**src/rtl/fetch_pkg.sv**
```systemverilog
// Shared types and defaults for the instruction-fetch block.
// Latency: n/a (types and constants only).
// Backpressure: n/a.
//
// Contents: fetch FSM state enum, default reset PC and PC increment,
// and the instruction-queue entry layout {pc, instr}.
package fetch_pkg;

    typedef enum logic [1:0] {
        IDLE    = 2'd0,
        FETCH   = 2'd1,
        DISCARD = 2'd2
    } state_e;

    localparam logic [31:0] RESET_PC_DEF = 32'd0;
    localparam logic [31:0] PC_INC_DEF   = 32'd1;

    typedef struct packed {
        logic [31:0] pc;
        logic [31:0] instr;
    } qentry_t;

endpackage

```
**src/rtl/fetch_queue.sv**
```systemverilog
// Small synchronous FIFO holding fetched {pc, instr} pairs for decode.
// Latency: a pushed entry is visible at the head the cycle after the push edge.
// Backpressure: caller must not push when full (unless popping); flush beats push.
//
// Ports:
//   clock, reset_n        clock and asynchronous active-low reset
//   push_i / push_dat_i   write an entry at the tail
//   pop_i                 remove the head entry (ignored when empty)
//   flush_i               empty the queue at this edge; wins over push and pop
//   head_dat_o            head entry, zero when empty
//   count_o               number of valid entries, 0..DEPTH
module fetch_queue
    import fetch_pkg::*;
#(
    parameter int DEPTH = 2,
    parameter int CW    = $clog2(DEPTH) + 1
) (
    input  logic          clock,
    input  logic          reset_n,
    input  logic          push_i,
    input  logic          pop_i,
    input  logic          flush_i,
    input  qentry_t       push_dat_i,
    output qentry_t       head_dat_o,
    output logic [CW-1:0] count_o
);

    localparam int PW = $clog2(DEPTH);

    qentry_t       mem_q [DEPTH];
    logic [PW-1:0] wr_ptr_q;
    logic [PW-1:0] rd_ptr_q;
    logic [CW-1:0] count_q;
    logic          do_push;
    logic          do_pop;

    assign do_push = push_i && !flush_i;
    assign do_pop  = pop_i && (count_q != '0) && !flush_i;

    always_ff @(posedge clock or negedge reset_n) begin
        if (!reset_n) begin
            wr_ptr_q <= '0;
            rd_ptr_q <= '0;
            count_q  <= '0;
        end else if (flush_i) begin
            wr_ptr_q <= '0;
            rd_ptr_q <= '0;
            count_q  <= '0;
        end else begin
            // DEPTH is a power of two, so the pointers wrap by overflow.
            if (do_push) begin
                wr_ptr_q <= wr_ptr_q + PW'(1);
            end
            if (do_pop) begin
                rd_ptr_q <= rd_ptr_q + PW'(1);
            end
            count_q <= count_q + CW'(do_push) - CW'(do_pop);
        end
    end

    // Storage needs no reset: the head is masked to zero while empty.
    always_ff @(posedge clock) begin
        if (do_push) begin
            mem_q[wr_ptr_q] <= push_dat_i;
        end
    end

    assign head_dat_o = (count_q != '0) ? mem_q[rd_ptr_q] : '0;
    assign count_o    = count_q;

endmodule

```
**src/rtl/fetch_unit.sv**
```systemverilog
// Instruction-fetch sequencer: owns fetch PC, requests imem, queues words for decode.
// Latency: zero-wait memory gives first id_valid 2 cycles after reset release, then 1/cycle.
// Backpressure: no new imem request while the queue is full; redirects flush and squash.
//
// Ports:
//   clock, reset_n                       clock, asynchronous active-low reset
//   redirect_valid, redirect_target      taken branch/jump from execute
//   imem_req, imem_addr                  request to instruction memory (held until ack)
//   imem_ack, imem_rdata                 memory completion and returned word
//   id_valid, id_instr, id_pc, id_ready  queue head handed to decode
//   next_pc                              current fetch PC for the architectural PC register
module fetch_unit
    import fetch_pkg::*;
#(
    parameter logic [31:0] RESET_PC = RESET_PC_DEF,
    parameter logic [31:0] PC_INC   = PC_INC_DEF,
    parameter int          DEPTH    = 2
) (
    input  logic        clock,
    input  logic        reset_n,
    input  logic        redirect_valid,
    input  logic [31:0] redirect_target,
    output logic        imem_req,
    output logic [31:0] imem_addr,
    input  logic        imem_ack,
    input  logic [31:0] imem_rdata,
    output logic        id_valid,
    output logic [31:0] id_instr,
    output logic [31:0] id_pc,
    input  logic        id_ready,
    output logic [31:0] next_pc
);

    localparam int CW = $clog2(DEPTH) + 1;

    state_e        state_q;
    logic [31:0]   fetch_pc_q;
    logic [31:0]   addr_q;
    logic          req_q;
    logic [31:0]   pc_d;
    logic [CW-1:0] q_count;
    logic [CW-1:0] cnt_d;
    logic          room_d;
    logic          xfer;
    logic          push;
    logic          pop;
    qentry_t       push_dat;
    qentry_t       head;

    assign xfer     = req_q && imem_ack;
    assign push     = (state_q == FETCH) && xfer && !redirect_valid;
    assign pop      = id_valid && id_ready;
    assign push_dat = '{pc: fetch_pc_q, instr: imem_rdata};

    // Next fetch PC: a redirect always wins, otherwise advance on an accepted word.
    always_comb begin
        pc_d = fetch_pc_q;
        if (redirect_valid) begin
            pc_d = redirect_target;
        end else if (push) begin
            pc_d = fetch_pc_q + PC_INC;
        end
    end

    // Queue occupancy after this edge; decides whether a request may be raised
    // next cycle so that imem_req can be a plain register.
    always_comb begin
        cnt_d = q_count + CW'(push) - CW'(pop);
        if (redirect_valid) begin
            cnt_d = '0;
        end
    end

    assign room_d = (cnt_d < CW'(DEPTH));

    // addr_q tracks fetch_pc_q except in DISCARD, where it must keep presenting
    // the squashed address until memory acknowledges it.
    always_ff @(posedge clock or negedge reset_n) begin
        if (!reset_n) begin
            state_q    <= IDLE;
            fetch_pc_q <= RESET_PC;
            addr_q     <= RESET_PC;
            req_q      <= 1'b0;
        end else begin
            case (state_q)
                IDLE: begin
                    state_q    <= FETCH;
                    fetch_pc_q <= pc_d;
                    addr_q     <= pc_d;
                    req_q      <= room_d;
                end
                FETCH: begin
                    if (redirect_valid && req_q && !imem_ack) begin
                        // Request in flight: keep req/addr stable and drop its data later.
                        state_q    <= DISCARD;
                        fetch_pc_q <= redirect_target;
                        req_q      <= 1'b1;
                    end else begin
                        fetch_pc_q <= pc_d;
                        addr_q     <= pc_d;
                        req_q      <= room_d;
                    end
                end
                DISCARD: begin
                    fetch_pc_q <= pc_d;
                    if (imem_ack) begin
                        state_q <= FETCH;
                        addr_q  <= pc_d;
                        req_q   <= room_d;
                    end
                end
                default: begin
                    state_q    <= IDLE;
                    fetch_pc_q <= RESET_PC;
                    addr_q     <= RESET_PC;
                    req_q      <= 1'b0;
                end
            endcase
        end
    end

    fetch_queue #(
        .DEPTH (DEPTH)
    ) u_queue (
        .clock      (clock),
        .reset_n    (reset_n),
        .push_i     (push),
        .pop_i      (pop),
        .flush_i    (redirect_valid),
        .push_dat_i (push_dat),
        .head_dat_o (head),
        .count_o    (q_count)
    );

    assign imem_req  = req_q;
    assign imem_addr = addr_q;
    assign next_pc   = fetch_pc_q;
    assign id_valid  = (q_count != '0);
    assign id_instr  = head.instr;
    assign id_pc     = head.pc;

endmodule

```
**config.mk**
```make
export PLATFORM = sky130hd
export DESIGN_NAME = fetch_unit
export DESIGN_NICKNAME = d
export VERILOG_FILES = /design/src/rtl/fetch_pkg.sv /design/src/rtl/fetch_queue.sv /design/src/rtl/fetch_unit.sv
export SDC_FILE = /design/constraint.sdc
export NUM_CORES = 1
export LEC_CHECK = 0
export ABC_AREA = 1
export ABC_CLOCK_PERIOD_IN_PS = 5100
export CAP_MARGIN = 30
export CORE_ASPECT_RATIO = 1.75
export CORE_UTILIZATION = 52
export CTS_BUF_LIST = sky130_fd_sc_hd__clkbuf_4 sky130_fd_sc_hd__clkbuf_8
export CTS_CLUSTER_DIAMETER = 200
export DETAILED_ROUTE_END_ITERATION = 12
export HOLD_SLACK_MARGIN = 0.06
export PLACE_DENSITY_LB_ADDON = 0.25
export SETUP_SLACK_MARGIN = 0.2
export SLEW_MARGIN = 20
export SYNTH_ARGS = -nofsm -noshare
export SYNTH_HDL_FRONTEND = slang
export SYNTH_SLANG_ARGS = --single-unit
export TNS_END_PERCENT = 1
```
**constraint.sdc**
```tcl
create_clock -name clock -period 5.1 [get_ports clock]
set_input_delay 0.765 -clock clock [delete_from_list [all_inputs] [get_ports clock]]
set_output_delay 0.765 -clock clock [all_outputs]
set_load 0.01 [all_outputs]
```
* Yosys cells after proc, flatten, opt, wreduce, memory -nomap -nowiden
Memories as Yosys holds them, arrays and structs flattened.
Index checks and enable logic that the tools add are counted.
** Word-level totals
- Flip-flop bits (word level) :: 71
- Bits in writable memories :: 128
- Input bits :: 69
- Output and inout bits :: 130
- Logic and storage cells :: 61
- Memories :: 1
** Memory list
- u_queue.mem_q :: depth 2, width 64, read ports 1, clocked after memory_dff 0, wr ports 1, line fetch_queue.sv:30 : qentry_t mem_q [DEPTH];
** Cells by class
- Add/sub/neg operators :: 7
- $lt $le $gt $ge :: 1
- Eq/ne operators :: 5
- Multiplexer cells :: 22
- Reductions and logical operators :: 18
** Operators by type and width (count)
- $mux 32 :: 5
- $pmux 32 s3 :: 1
- $mux 64 :: 1
- $pmux 32 s2 :: 1
- $add 32x1->32 const B :: 1
- $logic_and 1x1->1 :: 9
- $mux 1 :: 8
- $mux 2 :: 4
- $pmux 2 s3 :: 1
- $reduce_bool 2->1 :: 3
- $add 2x1->2 :: 2
- $ne 2x2->1 const B :: 2
- $reduce_and 2->1 :: 2
- $sub 2x1->2 :: 2
- $pmux 1 s3 :: 1
- $add 1x1->1 const B :: 2
- $eq 2x1->1 const B :: 1
- $eq 2x2->1 const B :: 1
- $logic_not 1->1 :: 2
- $logic_not 2->1 :: 1
- $lt 2x2->1 const B :: 1
- $ne 2x1->1 const B :: 1
- $reduce_or 2->1 :: 1

* Logic depth before layout (Yosys ltp)
- Depth in word-level cells :: 9
- Gate-level depth with buffers :: 11
- Depth with buffers taken out :: 11

* By module
A second synthesis with hierarchy kept.
** Unflattened totals
- Cell total of the unflattened synthesis :: 877
- Area, all modules :: 8832.2 µm²
** By module, submodules not included
- fetch_queue :: times used 1, cells each 374, area each 5127.4 µm², seq. area each 3943.8 µm²
- fetch_unit :: times used 1, cells each 503, area each 3704.8 µm², seq. area each 1676.6 µm²

* Least setup slack after synthesis
No wires, ideal clock.
- Path type :: input to register
- Start :: in imem_ack
- End :: mem u_queue.mem_q[0][0] (netlist bit), enable pin
- Setup time :: 0.487 ns
- Arrival :: 3.933 ns
- Path slack :: 0.680 ns
- Cell stages on the path :: 5
- Path buffers :: 1
- Cells stage by stage :: nand2_2 nor2_8 nand2_4 buf_6 nor2_1
** On the way
- Word-level cells in the longest chain between the ends :: 6
** Ends and longest elaborated chain
- start, declared :: line fetch_unit.sv:25 : input logic imem_ack,
- $logic_and 1x1->1 :: line fetch_unit.sv:50 : assign xfer = req_q && imem_ack;
- $logic_and 1x1->1 (2 in a row) :: line fetch_unit.sv:51 : assign push = (state_q == FETCH) && xfer && !redirect_valid;
- $logic_and 1x1->1 :: line fetch_queue.sv:37 : assign do_push = push_i && !flush_i;
- $mux 1 :: line fetch_queue.sv:63 : if (do_push) begin
- $mux 1 (not written as such) :: line fetch_queue.sv:64 : mem_q[wr_ptr_q] <= push_dat_i;
- end, declared :: line fetch_queue.sv:30
Every way passes these cells.

* Worst setup path after layout
- Start :: reg u_queue.count_q[1] (netlist: u_queue.count_o[1])
- End :: out id_pc[22]
** On the way
- Word-level cells in the longest chain between the ends :: 2
** Ends and longest elaborated chain
- start, declared :: line fetch_queue.sv:33 : logic [CW-1:0] count_q;
- start signal, assigned :: line fetch_queue.sv:57 : count_q <= count_q + CW'(do_push) - CW'(do_pop);
- $reduce_bool 2->1 :: line fetch_queue.sv:68 : assign head_dat_o = (count_q != '0) ? mem_q[rd_ptr_q] : '0;
- $mux 64 :: line fetch_queue.sv:68
- end, declared :: line fetch_unit.sv:29 : output logic [31:0] id_pc,
Every way passes these cells.

==> flow_results.org <==
** STA
- Final Max Tran Viols :: 0
- The hold violation count in the final report came to 0.
- Clock tree skew after final layout :: 0.0265 ns
- Transition time of the tightest slew-check pin :: 0.875 ns
- Setup violations remaining at the end of the flow were counted as 0.
- Setup repair after global routing left no endpoint under its margin.
- Dividing the final minimum period by the clock period gives 0.651.
- Sum of negative setup slack :: 0 ns
- The clock period could shrink to 3.32 ns.
- Highest achievable clock rate :: 0.301 GHz
- Worst relative slew slack :: 0.417

** Clock tree
- CTS placed an instance of clkbuf_8 at the clock tree root.
- The tree built by TritonCTS fans out to 199 sinks.
- H-tree lvl count :: 4
- Number of buffers inserted by hold repair at cts :: 0
- Buffers added to address setup during post-CTS repair amount to 0.
- Clock latency reported for the late side of the worst-skew pair :: 0.47 ns
- Clock buffer depth :: 2
- Number of buffers created by CTS :: 17
- After clock tree synthesis, the repair step resized 0 gates.
- After clock tree synthesis, the clock-pin slew on the worst setup and hold paths is 0.11 ns.
- TritonCTS clock tree :: built

** Placed design
- The number of placed instances, taps included, is 1276.
- At the end of routability-driven placement, the weighted congestion stood at 0.865.
- The HPWL after detailed placement is 14100 µm.
- Count of port buffers added during placement :: 198

** Synthesis
- After synthesis, the netlist uses 37 different library cells.
- The most used flip-flop cell after synthesis is edfxtp_1.
- Async S/R FF share, synth :: 0.357
- Of the synthesized area, sequential elements account for 0.646.
- Avg Synthesized Cell Area :: 9.86 µm²
- After technology mapping, the gate count stands at 883.
- Post-Syn Area :: 8700 µm²
- Post-synth net total :: 956
- Counting flops with a built-in enable in the synthesized netlist gives 128.
- Synthesis warning total :: 0
- After synthesis the netlist holds a flip-flop and latch count of 199.

** Layout
- The net count of the finished layout is 1146.
- In the layout the commonest cells are 279 x nand2_1, 197 x clkdlybuf4s50_1, 128 x edfxtp_1.
- The filler cells instantiated in the layout total 1274.
- Layout cell share with drive strength beyond 1 :: 0.0783
- Non-filler instance count after layout :: 1310
- Count of inserted antenna diode cells :: 0
- Signed area change from the synthesized netlist to the final layout :: 30.7%
- Most frequent standard cell in the layout excluding fill and tap cells :: nand2_1

** Setup path
- Endpoint type of the worst setup path :: primary output
- Nature of the critical path startpoint :: flip-flop
- In this run the critical register-to-register path is captured at imem_addr[30].
- Along the worst path, the maximum fanout reaches 26.
- For flop-to-flop paths, the worst setup slack is 2.75 ns.
- Critical setup path kind :: flip-flop to primary output
- At the worst endpoint, the required time is 4.34 ns.
- For the worst setup path, the data arrival time is 2.55 ns.
- The number of cells on the worst reg-to-reg path is 10.
- In this run the critical register-to-register path is launched from next_pc[0].

** Floorplan
- Row generation in the floorplan step produced 62 rows.
- The total area inside the core boundary comes to 16400 µm².
- Top Ports :: 199
- Total Die Area :: 17300 µm²
- The die is 173 µm tall.
- The floorplan step set the die width to 99.8 µm.
- For this configuration, the core starts out at a cell density of 0.532.

** Pwr
- IR analysis of the VDD net gives a maximum drop of 0.292 mV.
- Power Density :: 474 nW/µm²
- Static leakage :: 4.52 nW
- Total power of the final layout :: 5.39 mW

** Global route
- Vias in the first global route :: 6600
- For this run, the total global-route usage over all layers was measured as 0.247.
- Largest net degree at the start of global routing :: 72
- The first global-routing pass estimated 33000 µm of wire.
- The initial antenna violation count was 0.
- Overflow left after global routing :: 0

** Hold path
- In this run the worst hold path is classified as input pin to asynchronous set/reset pin.

** Detailed routing
- For this block, the initial DRC count from the detailed router was 308.
- Once detail routing completed, the nets flagged for antenna violations numbered 0.
- The routed design has 20900 µm of wire.
- Post-DR wirelength/cell :: 16.0 µm
- Remaining routing DRC violations :: 0
- In the routed layout, each cell is associated on average with a via count of 5.26.
- Vias post-DR :: 6888
- Number of detailed-route iterations in the first pass :: 4

** Outcome
- Result of the run :: finished clean

** Flow run
- Max-cap violations in this run came to 0.
==> cell families after synthesis <==
group,share of synthesized area
XOR/XNOR,0.00302
AO/OA/AOI/OAI,0.0656
buffers and inverters,0.0413
flip-flops,0.646
adder cells (fa/ha/maj),0.00575
AND/OR/NAND/NOR,0.239
==> area by class of cell <==
class,count,area [µm²],share of cell area
clock inverters,11,103,0.00902
clock buffers,21,277,0.0243
flip-flops and latches,199,5620,0.494
well taps,224,280,0.0246
repair buffers,209,2150,0.189
inverters,53,199,0.0175
multi-input cells,593,2750,0.241
==> routing by layer <==
metal | routed length [µm] | vias to the layer above | track usage
met5 | 0 | - | 0
met4 | 675 | 0 | 0.111
met3 | 1210 | 46 | 0.0380
met2 | 10700 | 263 | 0.426
met1 | 8310 | 3257 | 0.304
li1 | - | 3322 | -
==> state kept, by name, summed over array words and instances, names as in the netlist <==
name	flops
u_queue.wr_ptr_q	1
u_queue.mem_q	128
state_q	2
u_queue.rd_ptr_q	1
imem_addr	32
next_pc	32
imem_req	1
u_queue.count_o	2
==> worst max-delay path, stage by stage (launching register included) <==
cell and delay (ns):
dfrtp_1 0.45, nor2_4 0.48, buf_16 0.23, buf_4 0.31, a21oi_1 0.12, clkdlybuf4s50_1 0.50
==> synth_stat cells, types with 2 or more instances <==
| cell | instances | share of area |
|---|---|---|
| nand2_1 | 279 | 0.12 |
| nand2_2 | 3 | 0.0022 |
| edfxtp_1 | 128 | 0.44 |
| buf_1 | 6 | 0.0026 |
| o211ai_1 | 3 | 0.0026 |
| buf_2 | 5 | 0.0029 |
| a21oi_1 | 66 | 0.038 |
| dfrtp_1 | 71 | 0.20 |
| clkbuf_1 | 25 | 0.011 |
| nor2_8 | 2 | 0.0046 |
| inv_1 | 51 | 0.022 |
| nand3_1 | 61 | 0.035 |
| nand3b_1 | 5 | 0.0043 |
| o221ai_1 | 2 | 0.0020 |
| nand4_1 | 15 | 0.011 |
| nor2_1 | 79 | 0.034 |
| nor2_4 | 2 | 0.0026 |
| o21bai_1 | 2 | 0.0017 |
| nor3_1 | 3 | 0.0017 |
| nor2_2 | 3 | 0.0022 |
| or2_2 | 22 | 0.016 |
| xnor2_1 | 2 | 0.0020 |
| o21ai_1 | 8 | 0.0046 |
| o21ai_0 | 24 | 0.014 |
| ha_1 | 4 | 0.0058 |
==> stage by stage <==
| step | util | cell area [µm²] | setup slack (ns) | hold slack (ns) |
|---|---|---|---|---|
| after global routing | 0.695 | 11400 | 1.64 | 0.223 |
| after detailed placement | 0.669 | 10900 | 1.65 | 0.465 |
| final | 0.695 | 11400 | 1.78 | 0.217 |
| after CTS | 0.692 | 11300 | 1.55 | 0.500 |
| after global placement | 0.664 | 10900 | 1.71 | 0.467 |
| after floorplan | - | 8700 | 0.680 | 0.469 |
==> worst max-delay path by stage <==
stage	startpoint	end	slack [ns]	cells past startpoint
3_3_place_gp	redirect_valid	u_queue.mem_q[0][26]	1.71	5
2_1_floorplan	imem_ack	u_queue.mem_q[0][0]	0.68	5
6_report	u_queue.count_o[1]	id_pc[22]	1.78	5
5_1_grt	u_queue.count_o[1]	id_pc[22]	1.64	5
4_1_cts	u_queue.count_o[1]	id_pc[22]	1.55	4
3_5_place_dp	redirect_valid	u_queue.mem_q[0][30]	1.65	5
==> power by group <==
part | total [mW] | switching (mW) | leakage [nW] | internal [mW]
sequential | 2.39 | 0.297 | 2.00 | 2.09
clock | 0.970 | 0.575 | 0.195 | 0.395
combinational | 2.03 | 1.07 | 2.32 | 0.966
total | 5.39 | 1.94 | 4.52 | 3.45
No activity file was read; power rests on OpenSTA's default activity.
